==> src/rtl/mem_wb_stage_pkg.sv <==
// ============================================================================
// mem_wb_stage_pkg : opcode classes, FSM state type and decode helpers
// Revision 1.0
// ============================================================================
`default_nettype none

package mem_wb_stage_pkg;

   // Opcode class lives in ir[31:16]
   localparam logic [15:0] OP_NOP  = 16'h0000;
   localparam logic [15:0] OP_LIL  = 16'h0001;
   localparam logic [15:0] OP_MOV  = 16'h0002;
   localparam logic [15:0] OP_ADD  = 16'h0003;
   localparam logic [15:0] OP_SUB  = 16'h0004;
   localparam logic [15:0] OP_AND  = 16'h0005;
   localparam logic [15:0] OP_OR   = 16'h0006;
   localparam logic [15:0] OP_XOR  = 16'h0007;
   localparam logic [15:0] OP_ADDI = 16'h0008;
   localparam logic [15:0] OP_SUBI = 16'h0009;
   localparam logic [15:0] OP_ANDI = 16'h000A;
   localparam logic [15:0] OP_ORI  = 16'h000B;
   localparam logic [15:0] OP_XORI = 16'h000C;
   localparam logic [15:0] OP_NEG  = 16'h000D;
   localparam logic [15:0] OP_NOT  = 16'h000E;
   localparam logic [15:0] OP_SLL  = 16'h000F;
   localparam logic [15:0] OP_SLA  = 16'h0010;
   localparam logic [15:0] OP_SRL  = 16'h0011;
   localparam logic [15:0] OP_SRA  = 16'h0012;
   localparam logic [15:0] OP_LD   = 16'h0013;
   localparam logic [15:0] OP_ST   = 16'h0014;
   localparam logic [15:0] OP_CMP  = 16'h0015;
   localparam logic [15:0] OP_CMPI = 16'h0016;
   localparam logic [15:0] OP_B    = 16'h0017;
   localparam logic [15:0] OP_BCC  = 16'h0018;
   localparam logic [15:0] OP_JALR = 16'h0019;
   localparam logic [15:0] OP_RET  = 16'h001A;
   localparam logic [15:0] OP_JR   = 16'h001B;
   localparam logic [15:0] OP_PUSH = 16'h001C;
   localparam logic [15:0] OP_POP  = 16'h001D;
   localparam logic [15:0] OP_HLT  = 16'h001F;

   typedef enum logic [1:0] {
      S_IDLE = 2'd0,
      S_MEM  = 2'd1,
      S_WB   = 2'd2,
      S_HALT = 2'd3
   } state_t;

   // Ops that end in a register-file write (LD writes after its memory phase)
   function automatic logic is_wb(input logic [15:0] op);
      logic r;
      r = 1'b0;
      case (op)
         OP_LIL, OP_MOV, OP_ADD, OP_SUB, OP_AND, OP_OR, OP_XOR,
         OP_ADDI, OP_SUBI, OP_ANDI, OP_ORI, OP_XORI, OP_NEG, OP_NOT,
         OP_SLL, OP_SLA, OP_SRL, OP_SRA, OP_LD: r = 1'b1;
         default: r = 1'b0;
      endcase
      return r;
   endfunction

   function automatic logic is_mem(input logic [15:0] op);
      return (op == OP_LD) || (op == OP_ST);
   endfunction

endpackage

`default_nettype wire

==> src/rtl/mem_wb_stage.sv <==
// ============================================================================
// mem_wb_stage : latches ALU results, runs LD/ST over req/ack, drives the
//                register-file write port, holds flags and halt state.
// Revision 1.0
// ============================================================================
`default_nettype none

module mem_wb_stage
   import mem_wb_stage_pkg::*;
#(
   parameter int MEM_TIMEOUT = 16,
   parameter int TO_W        = 5
) (
   input  logic        clk,
   input  logic        rst,
   input  logic        valid_in,
   output logic        ready_in,
   input  logic [31:0] ir_in,
   input  logic [2:0]  rd_in,
   input  logic [31:0] dr_in,
   input  logic [31:0] st_data,
   input  logic [4:0]  flags_in,
   input  logic        flag_up,
   output logic        mem_req,
   output logic        mem_we,
   output logic [31:0] mem_addr,
   output logic [31:0] mem_wdata,
   input  logic [31:0] mem_rdata,
   input  logic        mem_ack,
   output logic        wb_en,
   output logic [2:0]  wb_idx,
   output logic [31:0] wb_data,
   output logic [4:0]  flags,
   output logic        halted,
   output logic        mem_err
);

   state_t            r_state;
   state_t            w_next;
   logic [15:0]       r_op;
   logic [2:0]        r_rd;
   logic [31:0]       r_addr;
   logic [31:0]       r_wdata;
   logic [31:0]       r_result;
   logic [TO_W-1:0]   r_cnt;
   logic [4:0]        r_flags;
   logic              r_err;
   logic              w_accept;
   logic              w_expire;
   logic [15:0]       w_op_in;
   logic              w_unused;

   assign w_op_in  = ir_in[31:16];
   assign w_unused = ^ir_in[15:0];
   assign ready_in = (r_state == S_IDLE);
   assign w_accept = valid_in && ready_in;
   // Last permitted MEM cycle; an ack arriving now still completes normally
   assign w_expire = (r_cnt == TO_W'(MEM_TIMEOUT - 1));

   always_comb begin
      w_next = r_state;
      case (r_state)
         S_IDLE: begin
            if (w_accept) begin
               if (is_mem(w_op_in))      w_next = S_MEM;
               else if (is_wb(w_op_in))  w_next = S_WB;
               else if (w_op_in == OP_HLT) w_next = S_HALT;
            end
         end
         S_MEM: begin
            if (mem_ack)       w_next = (r_op == OP_LD) ? S_WB : S_IDLE;
            else if (w_expire) w_next = S_IDLE;
         end
         S_WB:    w_next = S_IDLE;
         S_HALT:  w_next = S_HALT;
         default: w_next = S_IDLE;
      endcase
   end

   always_ff @(posedge clk or posedge rst) begin
      if (rst) begin
         r_state  <= S_IDLE;
         r_op     <= '0;
         r_rd     <= '0;
         r_addr   <= '0;
         r_wdata  <= '0;
         r_result <= '0;
         r_cnt    <= '0;
         r_flags  <= '0;
         r_err    <= 1'b0;
      end else begin
         r_state <= w_next;
         if (w_accept) begin
            r_op     <= w_op_in;
            r_rd     <= rd_in;
            r_addr   <= dr_in;
            r_wdata  <= st_data;
            r_result <= dr_in;
            r_cnt    <= '0;
            if (flag_up) r_flags <= flags_in;
         end
         if (r_state == S_MEM) begin
            if (mem_ack) begin
               if (r_op == OP_LD) r_result <= mem_rdata;
            end else if (w_expire) begin
               r_err <= 1'b1;
            end else begin
               r_cnt <= r_cnt + 1'b1;
            end
         end
      end
   end

   assign mem_req   = (r_state == S_MEM);
   assign mem_we    = (r_state == S_MEM) && (r_op == OP_ST);
   assign mem_addr  = r_addr;
   assign mem_wdata = r_wdata;
   assign wb_en     = (r_state == S_WB);
   assign wb_idx    = (r_state == S_WB) ? r_rd : 3'd0;
   assign wb_data   = (r_state == S_WB) ? r_result : 32'd0;
   assign flags     = r_flags;
   assign halted    = (r_state == S_HALT);
   assign mem_err   = r_err;

endmodule

`default_nettype wire

==> config.mk <==
export PLATFORM = sky130hd
export DESIGN_NAME = mem_wb_stage
export DESIGN_NICKNAME = d
export VERILOG_FILES = /design/src/rtl/mem_wb_stage_pkg.sv /design/src/rtl/mem_wb_stage.sv
export SDC_FILE = /design/constraint.sdc
export NUM_CORES = 1
export LEC_CHECK = 0
export CAP_MARGIN = 30
export CORE_MARGIN = 4
export CORE_UTILIZATION = 35
export DETAILED_ROUTE_END_ITERATION = 12
export HOLD_SLACK_MARGIN = 0.06
export PLACE_DENSITY_LB_ADDON = 0.3
export SLEW_MARGIN = 20
export SYNTH_ARGS = -nofsm -noshare
export SYNTH_HDL_FRONTEND = slang
export SYNTH_SLANG_ARGS = --single-unit
==> constraint.sdc <==
create_clock -name clk -period 11.25 [get_ports clk]
set_input_delay 2.8125 -clock clk [delete_from_list [all_inputs] [get_ports clk]]
set_output_delay 2.8125 -clock clk [all_outputs]
set_load 0.01 [all_outputs]
== Yosys cells after proc, flatten, opt, wreduce, memory -nomap -nowiden ==
Memories as Yosys holds them, arrays and structs flattened.
Index checks and enable logic that the tools add are counted.

* Bits in registers: 128
* Memory bits (read-only): 32
* Output and inout port bits: 110
* Word-level logic and storage cells: 54
* Memories kept: 1

* $add $sub $neg: 1
* Equality and inequality tests: 12
* Muxes and demuxes: 22
* Bitwise logic cells: 1
* Reductions and logical operators: 8

{| class="wikitable"
|+ Memory list
! memory !! words !! width !! rd ports !! clocked after Yosys merged registers in !! wr ports !! line !! source
|-
| (name not given) || 32 || 1 || 1 || 0 || 0 || mem_wb_stage_pkg.sv:53 || <nowiki>case (op)</nowiki>
|}

{| class="wikitable"
|+ Operators with widths
! kind !! number
|-
| 32-bit 2-to-1 mux || 5
|-
| 16-bit by 5-bit == test with 1-bit output, second input constant || 5
|-
| 5-bit 2-to-1 mux || 4
|-
| 2-bit 2-to-1 mux || 7
|-
| 11-bit zero test || 1
|-
| 2-bit one-hot mux with 4 select lines || 1
|-
| 3-bit AND reduction || 2
|-
| 5-bit by 1-bit adder with 5-bit output, second input constant || 1
|-
| 5-bit by 4-bit == test with 1-bit output, second input constant || 1
|-
| 2-bit == test, second input constant || 2
|-
| 1-bit 2-to-1 mux || 4
|-
| 4-bit by 1-bit inequality test with 1-bit output, second input constant || 1
|-
| 3-bit 2-to-1 mux || 1
|-
| 3-bit by 1-bit inequality test with 1-bit output, second input constant || 1
|-
| 2-bit by 1-bit == test with 1-bit output, second input constant || 1
|-
| 1-bit logical AND || 2
|-
| 2-bit zero test || 1
|-
| 2-bit by 1-bit inequality test with 1-bit output, second input constant || 1
|-
| 2-bit AND reduction || 1
|-
| 1-bit logical OR || 1
|-
| 1-bit NOT || 1
|}

== Logic depth before layout (Yosys ltp) ==
* Depth after elaboration: 9
* Gate-level depth with buffers: 7

== Least setup slack after synthesis ==
Ideal clock, no wire load.

* Path type: reg-to-output
* From: reg r_state[1]
* To: out mem_we
* Data arrival time: 1.654 ns
* Path slack: 6.783 ns
* Cell stages (with the launch flop): 6
* Path through: dfrtp_1 > buf_6 > nor4b_4 > nand4_2 > clkbuf_1 > nor4b_1

* Cells in the longest elaborated chain, start to end: 2

{| class="wikitable"
|+ Ends and longest elaborated chain
! element !! line !! source
|-
| start, declared || mem_wb_stage.sv:38 || <nowiki>state_t r_state;</nowiki>
|-
| start signal, assigned || mem_wb_stage.sv:92 || <nowiki>r_state <= w_next;</nowiki>
|-
| 2-bit by 1-bit == test with 1-bit output || mem_wb_stage.sv:115 || <nowiki>assign mem_we = (r_state == S_MEM) && (r_op == OP_ST);</nowiki>
|-
| 1-bit logical AND || mem_wb_stage.sv:115 ||
|-
| end, declared || mem_wb_stage.sv:25 || <nowiki>output logic mem_we,</nowiki>
|}

No other way between the ends.

== Final worst setup path ==
Same ends and word-level chain as after synthesis.

==> metrics.md <==
| Metric | Value |
|---|---|
| Run status | `complete, no violations` |
| Dpl hpwl | `10960 um` |
| Final WS setup | `just under 6 ns` |
| Cell Area, Synth | `about 5500 um2` |
| Commonest non-fill, non-tap cell in the layout | `nand2_1` |
| Worst-path clk slew | `0.06 ns` |
| Leak | `3.878 nW` |
| Max-Slew Margin vs Limit | `0.4797` |
| Slew Viols, Final | `0` |
| Die X-Extent | `133.1 um` |
| Post-Syn Nets | `755` |
| Gr ovfl total | `0` |
| Worst Hold Class | `flip-flop to flip-flop` |
| Ant diodes | `0` |
| Startpoint Class | `flip-flop` |
| Syn avg cell area | `8.940 um2` |
| Crit path kind | `flip-flop to output port` |
| CTS H-tree depth | `4` |
| I/O pin cnt | `between 200 and 300` |
| DRT antenna net count | `0` |
| Die Ht | `133.1 um` |
| Most frequent cells in the layout | `284 x nand2_1, 234 x clkdlybuf4s50_1, 128 x dfrtp_1` |
| Largest net degree at the start of global routing | `71` |
| CTS tree | `built` |
| Hold buffers post-CTS | `0` |
| Crit. End Element | `output port` |
| Hold path depth | `2` |
| Std cell rows | `45` |
| TNS Setup | `0 ns` |
| CTS root buffer | `clkbuf_16` |
| Worst-skew pair later-pin latency | `approximately 0.4 ns` |
| Vias per cell | `between 4 and 5` |
| DR DRC count | `0` |
| Bufs on Longest Clock Path | `2` |
| Asr flop ratio synth | `1.000` |
| Measured slew at the worst slew-check pin | `0.7788 ns` |
| Via count of the first global-routing pass | `5002` |
| Worst r2r src | `r_state[1]$_DFFE_PP0P_` |
| Pwr per Cell Area | `141.1 nW/um2` |
| Top FF cell, synth | `dfrtp_1` |
| Layout cell share with drive strength beyond 1 | `0.05889` |
| RR Endpoint | `r_result[27]$_DFF_PP0_` |
| Drt pass-1 iters | `4` |
| Antenna violations before repair | `0` |
| Total power | `about 1.2 mW` |
| Fmax | `182.2 MHz` |
| Max-cap violations | `0` |
| Final setup viols | `0` |
| Seq cells post-synth | `128` |
| Clock Skew | `0.007295 ns` |
| CP arrival | `~2.7 ns` |
| Reg2Reg Depth | `5` |
| Core Region | `15260 um2` |
| Maximum VDD drop | `0.00008955 V` |
| Min Tclk post-route | `5.488 ns` |
| Worst path required time | `8.44 ns` |
| GP Congestion | `0.7298` |
| WL/cell | `15.52 um` |
| Synth warn | `0` |
| Vias | `roughly 5000` |
| Mapped Cells | `approximately 610` |
| R2R Setup Slk | `8.93 ns` |
| Placed cell area | `7984 um2` |
| Hold EP | `mem_err$_DFFE_PP0P_` |
| Post-CTS Resized | `0` |
| Finished Cell Area | `8556 um2` |
| First-pass GRT wire length | `26400 um` |
| Routed WL | `16450 um` |
| Iter 0 DRT Violations | `between 200 and 300` |
| RSZ-0062 raised after global routing | `false` |
| Total GRT Usage | `0.1856` |
| Nets | `about 980` |
| Total CTS buffers | `17` |
| Setup Slack @ Placement | `6.153 ns` |
| CTS Sinks | `around 130` |
| Worst Min Path Start | `mem_err$_DFFE_PP0P_` |
| Critical-path maximum fanout | `34` |
| Layout Area Growth over Synthesis | `56.12%` |
| Final Cycle Share | `0.4878` |
| Distinct cells, synth | `37` |
| Post-CTS Setup Repair Bufs | `0` |
| Initial core utilization | `0.3592` |
| Fin. Hold Viols | `0` |
| EDFF count, synth | `0` |
| Port bufs | `234` |
| Post-synthesis sequential area ratio | `0.5845` |
| Die ar. | `around 18000 um2` |
worst max path at each step:
stage | startpoint | cells past startpoint | to
finish | r_state[1]$_DFFE_PP0P_ | 5 | mem_we
global placement | r_state[1]$_DFFE_PP0P_ | 5 | mem_we
detailed placement | r_state[1]$_DFFE_PP0P_ | 5 | mem_we
CTS | r_state[1]$_DFFE_PP0P_ | 5 | mem_we
floorplan | rst | 1 | flags[0]$_DFFE_PP0P_
global route | r_state[1]$_DFFE_PP0P_ | 5 | mem_we
kinds of logic (layout without fill, tap and decap cells):
kind of cell | Yosys count | in the layout | share of synthesized area
multiplexers | 6 | 6 | 0.01210
AND/OR/NAND/NOR | 384 | 384 | 0.3057
adder cells (fa/ha/maj) | 1 | 1 | 0.002283
buffers and inverters | 44 | 280 | 0.03630
XOR/XNOR | 1 | 1 | 0.001598
AO/OA/AOI/OAI | 49 | 49 | 0.05754
flip-flops | 128 | 128 | 0.5845
power by group:
group,leakage (nW),internal [mW],switching [mW],total [mW]
clock network,0.270,0.314,0.198,0.512
registers,1.57,0.500,0.0200,0.520
logic,2.04,0.0987,0.0760,0.175
worst max-delay path, cell delays in order (launching register included):
cell and delay (ns):
dfrtp_1 0.52, nor4b_4 0.36, nand4_2 0.12, buf_4 0.29, nor4b_1 0.38, clkdlybuf4s50_1 0.60
cell usage after synthesis, types with 2 or more instances:
library cell | n | area [um2]
nand2_1 | 285 | 1070
dfrtp_1 | 128 | 3203
and2_1 | 36 | 225.2
nor3_1 | 35 | 175.2
a31oi_1 | 34 | 212.7
clkbuf_1 | 32 | 120.1
o21ai_0 | 6 | 30.03
inv_1 | 5 | 18.77
mux2_2 | 5 | 56.30
buf_6 | 4 | 45.04
nor2_1 | 4 | 15.01
nor4_1 | 4 | 25.02
buf_2 | 3 | 15.01
nor2b_1 | 3 | 18.77
a21oi_1 | 2 | 10.01
nand3_1 | 2 | 10.01
nand4b_1 | 2 | 17.52
nor3b_1 | 2 | 15.01
nor4b_1 | 2 | 17.52
o41ai_1 | 2 | 17.52
flip-flops by register name, indices dropped and copies added, names as in the netlist:
name,flops
flags,5
mem_addr,32
mem_err,1
mem_wdata,32
r_cnt,5
r_op,16
r_rd,3
r_result,32
r_state,2
layout make-up:
type                    instances  area [um2]
fillers                      1405        6703
flip-flops and latches        128        3203
repair buffers                243        2422
multi-input cells             441        2093
clock buffers                  22       464.2
well taps                     211       264.0
clock inverters                10       87.58
inverters                       5       21.27
per-layer routing:
layer,global-route usage,part of all wire,vias to the layer above
li1,-,-,2444
met1,0.2411,0.44,2332
met2,0.2968,0.46,195
met3,0.06344,0.090,13
met4,0.05314,0.011,0
met5,0,0,-
per-stage QoR:
step,utilization,hold WS [ns],instances
floorplan,-,0.4374,613
global placement,0.5232,0.4482,1027
detailed placement,0.5232,0.4516,1027
CTS,0.5594,0.4653,1059
global route,0.5607,0.4915,1060
finish,0.5607,0.4621,1060
(Power assumes the default switching activity.)
